$ cat config.mk
export PLATFORM = sky130hd
export DESIGN_NAME = dram_arbiter_flat
export DESIGN_NICKNAME = d
export VERILOG_FILES = /design/src/rtl/dram_arbiter_if.sv /design/src/rtl/dram_arbiter.sv /design/src/flat_wrapper.sv
export SDC_FILE = /design/constraint.sdc
export NUM_CORES = 1
export LEC_CHECK = 0
export BUFFER_PORTS_ARGS = -buffer_cell sky130_fd_sc_hd__buf_4
export CAP_MARGIN = 20
export CORE_AREA = 2 2 120 122
export DETAILED_ROUTE_END_ITERATION = 16
export DIE_AREA = 0 0 122 124
export SYNTH_ARGS = -nofsm -noshare
export SYNTH_HDL_FRONTEND = slang
export SYNTH_SLANG_ARGS = --single-unit
$ cat constraint.sdc
create_clock -name clk -period 2.25 [get_ports clk]
set_input_delay 0.3375 -clock clk [delete_from_list [all_inputs] [get_ports clk]]
set_output_delay 0.3375 -clock clk [all_outputs]
set_load 0.01 [all_outputs]
$ cat src/rtl/dram_arbiter_if.sv
// Port bundle between the data-RAM arbiter, its two requesters and the RAM itself.
// The arbiter connects through the slave modport; the environment connects through master.
interface dram_arbiter_if #(
  parameter int BURST_W = 4
) ();
  logic               m0_req;
  logic               m0_we;
  logic [31:0]        m0_addr;
  logic [3:0]         m0_sel;
  logic [31:0]        m0_wdata;
  logic [31:0]        m0_rdata;
  logic               m0_ack;
  logic               stall_req;

  logic               m1_req;
  logic               m1_we;
  logic [31:0]        m1_addr;
  logic [BURST_W-1:0] m1_len;
  logic [31:0]        m1_wdata;
  logic               m1_wnext;
  logic [31:0]        m1_rdata;
  logic               m1_rvalid;
  logic               m1_done;

  logic               ram_ce;
  logic               ram_we;
  logic [31:0]        ram_addr;
  logic [3:0]         ram_sel;
  logic [31:0]        ram_wdata;
  logic [31:0]        ram_rdata;

  modport slave (
    input  m0_req, m0_we, m0_addr, m0_sel, m0_wdata,
    output m0_rdata, m0_ack, stall_req,
    input  m1_req, m1_we, m1_addr, m1_len, m1_wdata,
    output m1_wnext, m1_rdata, m1_rvalid, m1_done,
    output ram_ce, ram_we, ram_addr, ram_sel, ram_wdata,
    input  ram_rdata
  );

  modport master (
    output m0_req, m0_we, m0_addr, m0_sel, m0_wdata,
    input  m0_rdata, m0_ack, stall_req,
    output m1_req, m1_we, m1_addr, m1_len, m1_wdata,
    input  m1_wnext, m1_rdata, m1_rvalid, m1_done,
    input  ram_ce, ram_we, ram_addr, ram_sel, ram_wdata,
    output ram_rdata
  );
endinterface

$ cat src/rtl/dram_arbiter.sv
// Two-port arbiter for the single-ported data RAM: zero-latency single accesses for the
// MEM stage (port 0) and non-preemptible word bursts for the DMA/loader engine (port 1).
module dram_arbiter #(
  parameter int BURST_W = 4
) (
  input  logic           clk,
  input  logic           rst_n,
  dram_arbiter_if.slave  bus
);

  localparam logic [0:0] ST_IDLE  = 1'b0;
  localparam logic [0:0] ST_BURST = 1'b1;

  logic [0:0]         state_r;
  logic               last_grant_r;
  logic [BURST_W-1:0] cnt_r;
  logic [BURST_W-1:0] len_r;
  logic [31:0]        base_r;
  logic               dir_r;

  logic               grant_m0_s;
  logic               grant_m1_s;
  logic               last_beat_s;
  logic [31:0]        offset_s;

  // Round-robin grant in IDLE; held off while reset is asserted so nothing reaches the RAM.
  always_comb begin
    grant_m0_s  = 1'b0;
    grant_m1_s  = 1'b0;
    if (rst_n && (state_r == ST_IDLE)) begin
      grant_m0_s = bus.m0_req && (!bus.m1_req || last_grant_r);
      grant_m1_s = bus.m1_req && (!bus.m0_req || !last_grant_r);
    end else begin
      grant_m0_s = 1'b0;
      grant_m1_s = 1'b0;
    end
    last_beat_s = (cnt_r == len_r);
    offset_s    = {{(30-BURST_W){1'b0}}, cnt_r, 2'b00};
  end

  // RAM bus and port output steering; exactly one owner of ram_* per cycle.
  always_comb begin
    bus.ram_ce    = 1'b0;
    bus.ram_we    = 1'b0;
    bus.ram_addr  = 32'h0000_0000;
    bus.ram_sel   = 4'h0;
    bus.ram_wdata = 32'h0000_0000;
    bus.m0_rdata  = 32'h0000_0000;
    bus.m0_ack    = 1'b0;
    bus.m1_wnext  = 1'b0;
    bus.m1_rdata  = 32'h0000_0000;
    bus.m1_rvalid = 1'b0;
    bus.m1_done   = 1'b0;
    if (state_r == ST_BURST) begin
      bus.ram_ce   = 1'b1;
      bus.ram_we   = dir_r;
      bus.ram_sel  = 4'hF;
      bus.ram_addr = base_r + offset_s;
      bus.m1_done  = last_beat_s;
      if (dir_r) begin
        bus.ram_wdata = bus.m1_wdata;
        bus.m1_wnext  = 1'b1;
      end else begin
        bus.m1_rdata  = bus.ram_rdata;
        bus.m1_rvalid = 1'b1;
      end
    end else if (grant_m0_s) begin
      bus.ram_ce    = 1'b1;
      bus.ram_we    = bus.m0_we;
      bus.ram_addr  = bus.m0_addr;
      bus.ram_sel   = bus.m0_sel;
      bus.ram_wdata = bus.m0_wdata;
      bus.m0_rdata  = bus.ram_rdata;
      bus.m0_ack    = 1'b1;
    end else begin
      bus.ram_ce    = 1'b0;
    end
    bus.stall_req = bus.m0_req && !bus.m0_ack;
  end

  // Sequencer state: grant history, burst acceptance and beat counting.
  always_ff @(posedge clk or negedge rst_n) begin
    if (!rst_n) begin
      state_r      <= ST_IDLE;
      last_grant_r <= 1'b1;
      cnt_r        <= '0;
      len_r        <= '0;
      base_r       <= 32'h0000_0000;
      dir_r        <= 1'b0;
    end else begin
      case (state_r)
        ST_IDLE: begin
          if (grant_m0_s) begin
            last_grant_r <= 1'b0;
          end else if (grant_m1_s) begin
            base_r       <= {bus.m1_addr[31:2], 2'b00};
            len_r        <= bus.m1_len;
            dir_r        <= bus.m1_we;
            cnt_r        <= '0;
            last_grant_r <= 1'b1;
            state_r      <= ST_BURST;
          end else begin
            state_r      <= ST_IDLE;
          end
        end
        ST_BURST: begin
          if (last_beat_s) begin
            state_r <= ST_IDLE;
          end else begin
            cnt_r   <= cnt_r + {{(BURST_W-1){1'b0}}, 1'b1};
          end
        end
        default: begin
          state_r <= ST_IDLE;
        end
      endcase
    end
  end

endmodule

$ cat src/flat_wrapper.sv
// flat-port wrapper written by rule: the top's interface ports become plain ports
module dram_arbiter_flat 
#(
  parameter int BURST_W = 4
)
  (clk, rst_n, bus_m0_req, bus_m0_we, bus_m0_addr, bus_m0_sel, bus_m0_wdata, bus_m0_rdata, bus_m0_ack, bus_stall_req, bus_m1_req, bus_m1_we, bus_m1_addr, bus_m1_len, bus_m1_wdata, bus_m1_wnext, bus_m1_rdata, bus_m1_rvalid, bus_m1_done, bus_ram_ce, bus_ram_we, bus_ram_addr, bus_ram_sel, bus_ram_wdata, bus_ram_rdata);
  dram_arbiter_if #(.BURST_W(BURST_W)) bus_i ();
  input  logic clk;
  input  logic rst_n;
  input wire logic [$bits(bus_i.m0_req)-1:0] bus_m0_req;
  input wire logic [$bits(bus_i.m0_we)-1:0] bus_m0_we;
  input wire logic [$bits(bus_i.m0_addr)-1:0] bus_m0_addr;
  input wire logic [$bits(bus_i.m0_sel)-1:0] bus_m0_sel;
  input wire logic [$bits(bus_i.m0_wdata)-1:0] bus_m0_wdata;
  output wire logic [$bits(bus_i.m0_rdata)-1:0] bus_m0_rdata;
  output wire logic [$bits(bus_i.m0_ack)-1:0] bus_m0_ack;
  output wire logic [$bits(bus_i.stall_req)-1:0] bus_stall_req;
  input wire logic [$bits(bus_i.m1_req)-1:0] bus_m1_req;
  input wire logic [$bits(bus_i.m1_we)-1:0] bus_m1_we;
  input wire logic [$bits(bus_i.m1_addr)-1:0] bus_m1_addr;
  input wire logic [$bits(bus_i.m1_len)-1:0] bus_m1_len;
  input wire logic [$bits(bus_i.m1_wdata)-1:0] bus_m1_wdata;
  output wire logic [$bits(bus_i.m1_wnext)-1:0] bus_m1_wnext;
  output wire logic [$bits(bus_i.m1_rdata)-1:0] bus_m1_rdata;
  output wire logic [$bits(bus_i.m1_rvalid)-1:0] bus_m1_rvalid;
  output wire logic [$bits(bus_i.m1_done)-1:0] bus_m1_done;
  output wire logic [$bits(bus_i.ram_ce)-1:0] bus_ram_ce;
  output wire logic [$bits(bus_i.ram_we)-1:0] bus_ram_we;
  output wire logic [$bits(bus_i.ram_addr)-1:0] bus_ram_addr;
  output wire logic [$bits(bus_i.ram_sel)-1:0] bus_ram_sel;
  output wire logic [$bits(bus_i.ram_wdata)-1:0] bus_ram_wdata;
  input wire logic [$bits(bus_i.ram_rdata)-1:0] bus_ram_rdata;
  assign bus_i.m0_req = bus_m0_req;
  assign bus_i.m0_we = bus_m0_we;
  assign bus_i.m0_addr = bus_m0_addr;
  assign bus_i.m0_sel = bus_m0_sel;
  assign bus_i.m0_wdata = bus_m0_wdata;
  assign bus_m0_rdata = bus_i.m0_rdata;
  assign bus_m0_ack = bus_i.m0_ack;
  assign bus_stall_req = bus_i.stall_req;
  assign bus_i.m1_req = bus_m1_req;
  assign bus_i.m1_we = bus_m1_we;
  assign bus_i.m1_addr = bus_m1_addr;
  assign bus_i.m1_len = bus_m1_len;
  assign bus_i.m1_wdata = bus_m1_wdata;
  assign bus_m1_wnext = bus_i.m1_wnext;
  assign bus_m1_rdata = bus_i.m1_rdata;
  assign bus_m1_rvalid = bus_i.m1_rvalid;
  assign bus_m1_done = bus_i.m1_done;
  assign bus_ram_ce = bus_i.ram_ce;
  assign bus_ram_we = bus_i.ram_we;
  assign bus_ram_addr = bus_i.ram_addr;
  assign bus_ram_sel = bus_i.ram_sel;
  assign bus_ram_wdata = bus_i.ram_wdata;
  assign bus_i.ram_rdata = bus_ram_rdata;
  dram_arbiter #(.BURST_W(BURST_W)) u_core (.clk(clk), .rst_n(rst_n), .bus(bus_i));
endmodule
# After elaboration in Yosys (flattened, before gate mapping)
# Cells that the tools add are included.
# classes
addsub,2
bitwise_logic,2
n_eq_ne,4
n_reduce_logical,14
muxes,33
# ops
operator,n
$mux W32,9
$add A32 B6 Y32,1
$mux W4,5
$mux W1,17
$pmux W4 S2,1
$reduce_and A3 Y1,2
$add A4 B1 Y4 const B,1
$eq A4 B4 Y1,1
$logic_and A1 B1 Y1,4
$logic_not A1 Y1,4
$ne A2 B2 Y1 const B,2
$logic_or A1 B1 Y1,2
$ne A2 B1 Y1 const B,1
$not A1 Y1,2
$pmux W1 S2,1
$reduce_and A2 Y1,1
$reduce_bool A2 Y1,1
# totals
reg_bits,41
output_inout_bits,139
elab_cells,61
inputBits,174

# Longest topological paths before layout
# depth
ltp_word,8
depth_mapped,6
mapped_depth_nobuf,6

# Least setup slack after synthesis
# OpenSTA, ideal clock, no wires.
# synth_timing
path_type,reg2out
startpoint,reg u_core.cnt_r[2]
endpoint,out bus_ram_addr[11]
path_stages_with_launch,7
n_path_buf,1
t_required_ns,1.913
setup_slack_ns,0.012
arrival_time_ns,1.901
path_cell_list,dfrtp_1 -> ha_1 -> o21a_1 -> a21o_1 -> clkbuf_1 -> nand2b_1 -> o311ai_0
# synth_via
elab_chain_cells,2
# synth_rtl
element,line,source
from (decl),dram_arbiter.sv:16,logic [BURST_W-1:0] cnt_r;
from (signal assigned),dram_arbiter.sv:110,"cnt_r <= cnt_r + {{(BURST_W-1){1'b0}}, 1'b1};"
$add A32 B6 Y32,dram_arbiter.sv:58,bus.ram_addr = base_r + offset_s;
$mux W32,dram_arbiter.sv:54,if (state_r == ST_BURST) begin
to (decl),flat_wrapper.sv:29,output wire logic [$bits(bus_i.ram_addr)-1:0] bus_ram_addr;
# Every way passes these cells.

# Final worst setup path
# layout_timing
startpoint,reg u_core.base_r[17]
endpoint,out bus_ram_addr[19]
# layout_via
elab_chain_cells,2
# layout_rtl
element,line,source
from (decl),dram_arbiter.sv:18,logic [31:0] base_r;
from (signal assigned),dram_arbiter.sv:96,"base_r <= {bus.m1_addr[31:2], 2'b00};"
$add A32 B6 Y32,dram_arbiter.sv:58,
$mux W32,dram_arbiter.sv:54,
# Every way passes these cells.

==> results.toml <==
[outcome]
status = "finished, violations left"
violations = "negative setup slack"

[setup_path]
cp-start-kind = "flop"
required_ns = 1.91
r2r_slack_ns = 0.23
crit_type = "flop to output port"
crit_slowest_cell = "or4_4"
reg2regPathDepth = 6
arrival_ns = 2.12
path_max_fanout = 4
cp_slowest_stage_delay_ns = 0.41
path_buf_inv = 2
crit_path_end_kind = "output port"
cp_top_family = "simple AND/OR/NAND/NOR gates"
worstPathCellList = "nand4_1, buf_4, or4_4, or4_1, nand3_1, buf_6"
worstReg2RegEnd = "u_core.cnt_r[0]"
r2r_start = "u_core.cnt_r[1]"

[timing]
worst_slack_ns = -0.204
setup-violations-final = 26
rsz0062_at_grt = "true"
slew_violations = 0
hold_violations = 0
timing.final.crit_share_pct = 109
max_freq_mhz = 407
layout_min_cycle_time_ns = 2.45
hold_ws_ns = 0.168
totalNegativeSetupSlack_ns = -3.45
worst_clock_skew_ns = 0.00582
slew_headroom_pct = 47.8
tightest_slew_ns = 0.774

[placed_design]
pre_cts_ws_ns = -0.0685
port_buffers = 310
place.gp.congestion = 0.862
hpwl_mm = 14.8

[global_route]
grt_pass1_wl_mm = 25.8
grt_pass1_vias = 4710
grt_start_max_net_pins = 48
grt-ovfl-total = 0
grt_usage_pct = 22.2
antenna_found_initial = 1

[job]
maxCapViolCount = 0

[logic_synthesis]
synth_top_area_share_pct = 27.4
synth_seq_cells = 41
synth-edff-count = 0
ys.flop_type = "dfrtp_1"
syn_area_per_cell_um2 = 8.43
async_flop_share_pct = 100
syn-num-nets = 614
syn_inst = 434
synth_sequential_area_ratio_pct = 28.1
synth_most_common_cell = "and2_1"
synth_cell_types = 51
synth_common_cells = "and2_1, nand2_1, dfrtp_1"
netlist_area_um2 = 3660
yosys_warnings = 0
synth_top_cells_by_area = "dfrtp_1, and2_1, mux2_2"
yosysTopAreaCell = "dfrtp_1"

[power]
p_leak_uw = 0.00354
power.total_uw = 9360
vdd.ir_drop.worst_mv = 0.543
powerDensity_nw_per_um2 = 1280

[clocking]
clockBufferDepth = 2
cts_root_buf = "clkbuf_16"
htreeDepth = 2
cts_sinks = 41
cts_hold_buffers = 0
cts_inserted_buffers = 5
path_clk_slew_ns = 0.06
clk_latency_ns = 0.29
cts_tree = "yes"

[detailed_routing]
dr_total_vias = 4895
first_pass_iters = 4
drt_iter0_markers = 264
drc_errors = 0
wl_mm = 18.8
ant_nets = 0
wire_per_inst_um = 19.4
via_per_inst = 5.05

[die]
placementRows = 43
start_util_pct = 26.7
core-area_um2 = 13700
die_w_um = 122
die_h_um = 124
die_area_um2 = 15100
io_pins = 313

[cells_and_area]
area_growth_pct = 100
utilization_pct = 53.3
drive_gt1_share_pct = 62.4
final_nets = 967

[min_path]
hold_class = "input port to asynchronous set/reset pin"
==> routing by layer <==
layer | wire length, um | share of wire (%) | track usage [%]
met5 | 0 | 0 | 0
met4 | 327 | 1.7 | 5.39
met3 | 1400 | 7.5 | 4.81
met2 | 9620 | 51 | 39.2
met1 | 7440 | 40 | 27.7
==> kinds of logic after synthesis <==
family / after synthesis / synth area share (%)
and+or+nand+nor: 194 / 29.3
AOI/OAI and AO/OA: 104 / 22.2
buffers and inverters: 43 / 4.79
xor gates and xnor gates: 11 / 2.63
muxes: 35 / 10.8
DFF: 41 / 28.1
adders and majority gates: 6 / 2.26
==> worst reg2reg max path: cells and delay by family, from the launching register on <==
kind                   cells  cell delay (ns)
buffers and inverters      2             0.30
XOR/XNOR                   1             0.15
AO/OA/AOI/OAI              2             0.88
flip-flops                 1             0.42
AND/OR/NAND/NOR            1             0.18
==> through the flow <==
step,cell area [um^2],cells
floorplan,3660,434
global placement,6480,937
CTS,6990,957
detailed placement,6480,937
global route,7320,969
finish,7320,969
==> worst max path at each step <==
stage | depth (start not counted) | startpoint | slack (ns) | end
3_5_place_dp | 7 | u_core.base_r[2] | -0.07 | bus_ram_addr[24]
4_1_cts | 5 | u_core.base_r[15] | -0.21 | bus_ram_addr[29]
3_3_place_gp | 9 | u_core.base_r[2] | -0.08 | bus_ram_addr[14]
5_1_grt | 9 | u_core.cnt_r[0] | -0.29 | bus_ram_addr[14]
6_report | 6 | u_core.base_r[17] | -0.20 | bus_ram_addr[19]
2_1_floorplan | 6 | u_core.cnt_r[2] | 0.01 | bus_ram_addr[11]
==> sequential cells by signal (all words and copies together), names as in the netlist <==
signal and flops:
u_core.state_r 1, u_core.last_grant_r 1, u_core.cnt_r 4, u_core.dir_r 1, u_core.len_r 4, u_core.base_r 30
==> layout make-up <==
| type | instances | area, um^2 |
|---|---|---|
| Antenna cell | 1 | 2.50 |
| Clock inverter | 3 | 46.3 |
| Fill cell | 1264 | 6400 |
| Clock buffer | 5 | 125 |
| Sequential cell | 41 | 1030 |
| Timing Repair Buffer | 380 | 3000 |
| Tap cell | 180 | 225 |
| Multi-Input combinational cell | 350 | 2850 |
| Inverter | 9 | 33.8 |
==> cells in the final DEF, fill, tap and decap left out, types with 5 or more instances in the layout <==
master     synthesis  final
inv_1              8      8
o21ai_1            0      6
o21ai_0           12      6
buf_6              1     23
a32oi_1            5      5
nand3_2            1     10
a22o_1            34     34
nor3_1             9      8
nand3_1           21     10
clkbuf_16          0      5
nand4_1           11     11
and2_1            72     70
nand2_1           44     42
or4_4              1      5
nor2_1            12      8
mux2_2            35     35
dfrtp_1           40     36
o211ai_1          15     15
buf_4              1    352
==> where the power goes <==
part           internal, uW  leakage [uW]  total, uW  switching (uW)
Combinational          3650       0.00297       7020            3370
Sequential             1130      0.000485       1500             372
Clock                   525     0.0000800        835             310
Total                  5300       0.00354       9360            4050
==> what timing repair did <==
item,CTS,global route
setup buffers,12,12
endpoints found under the setup margin,27,104
endpoints found under the hold margin,0,0
cloned,0,1
pin swaps,20,26
resized for setup,59,51
(Power assumes the default switching activity.)
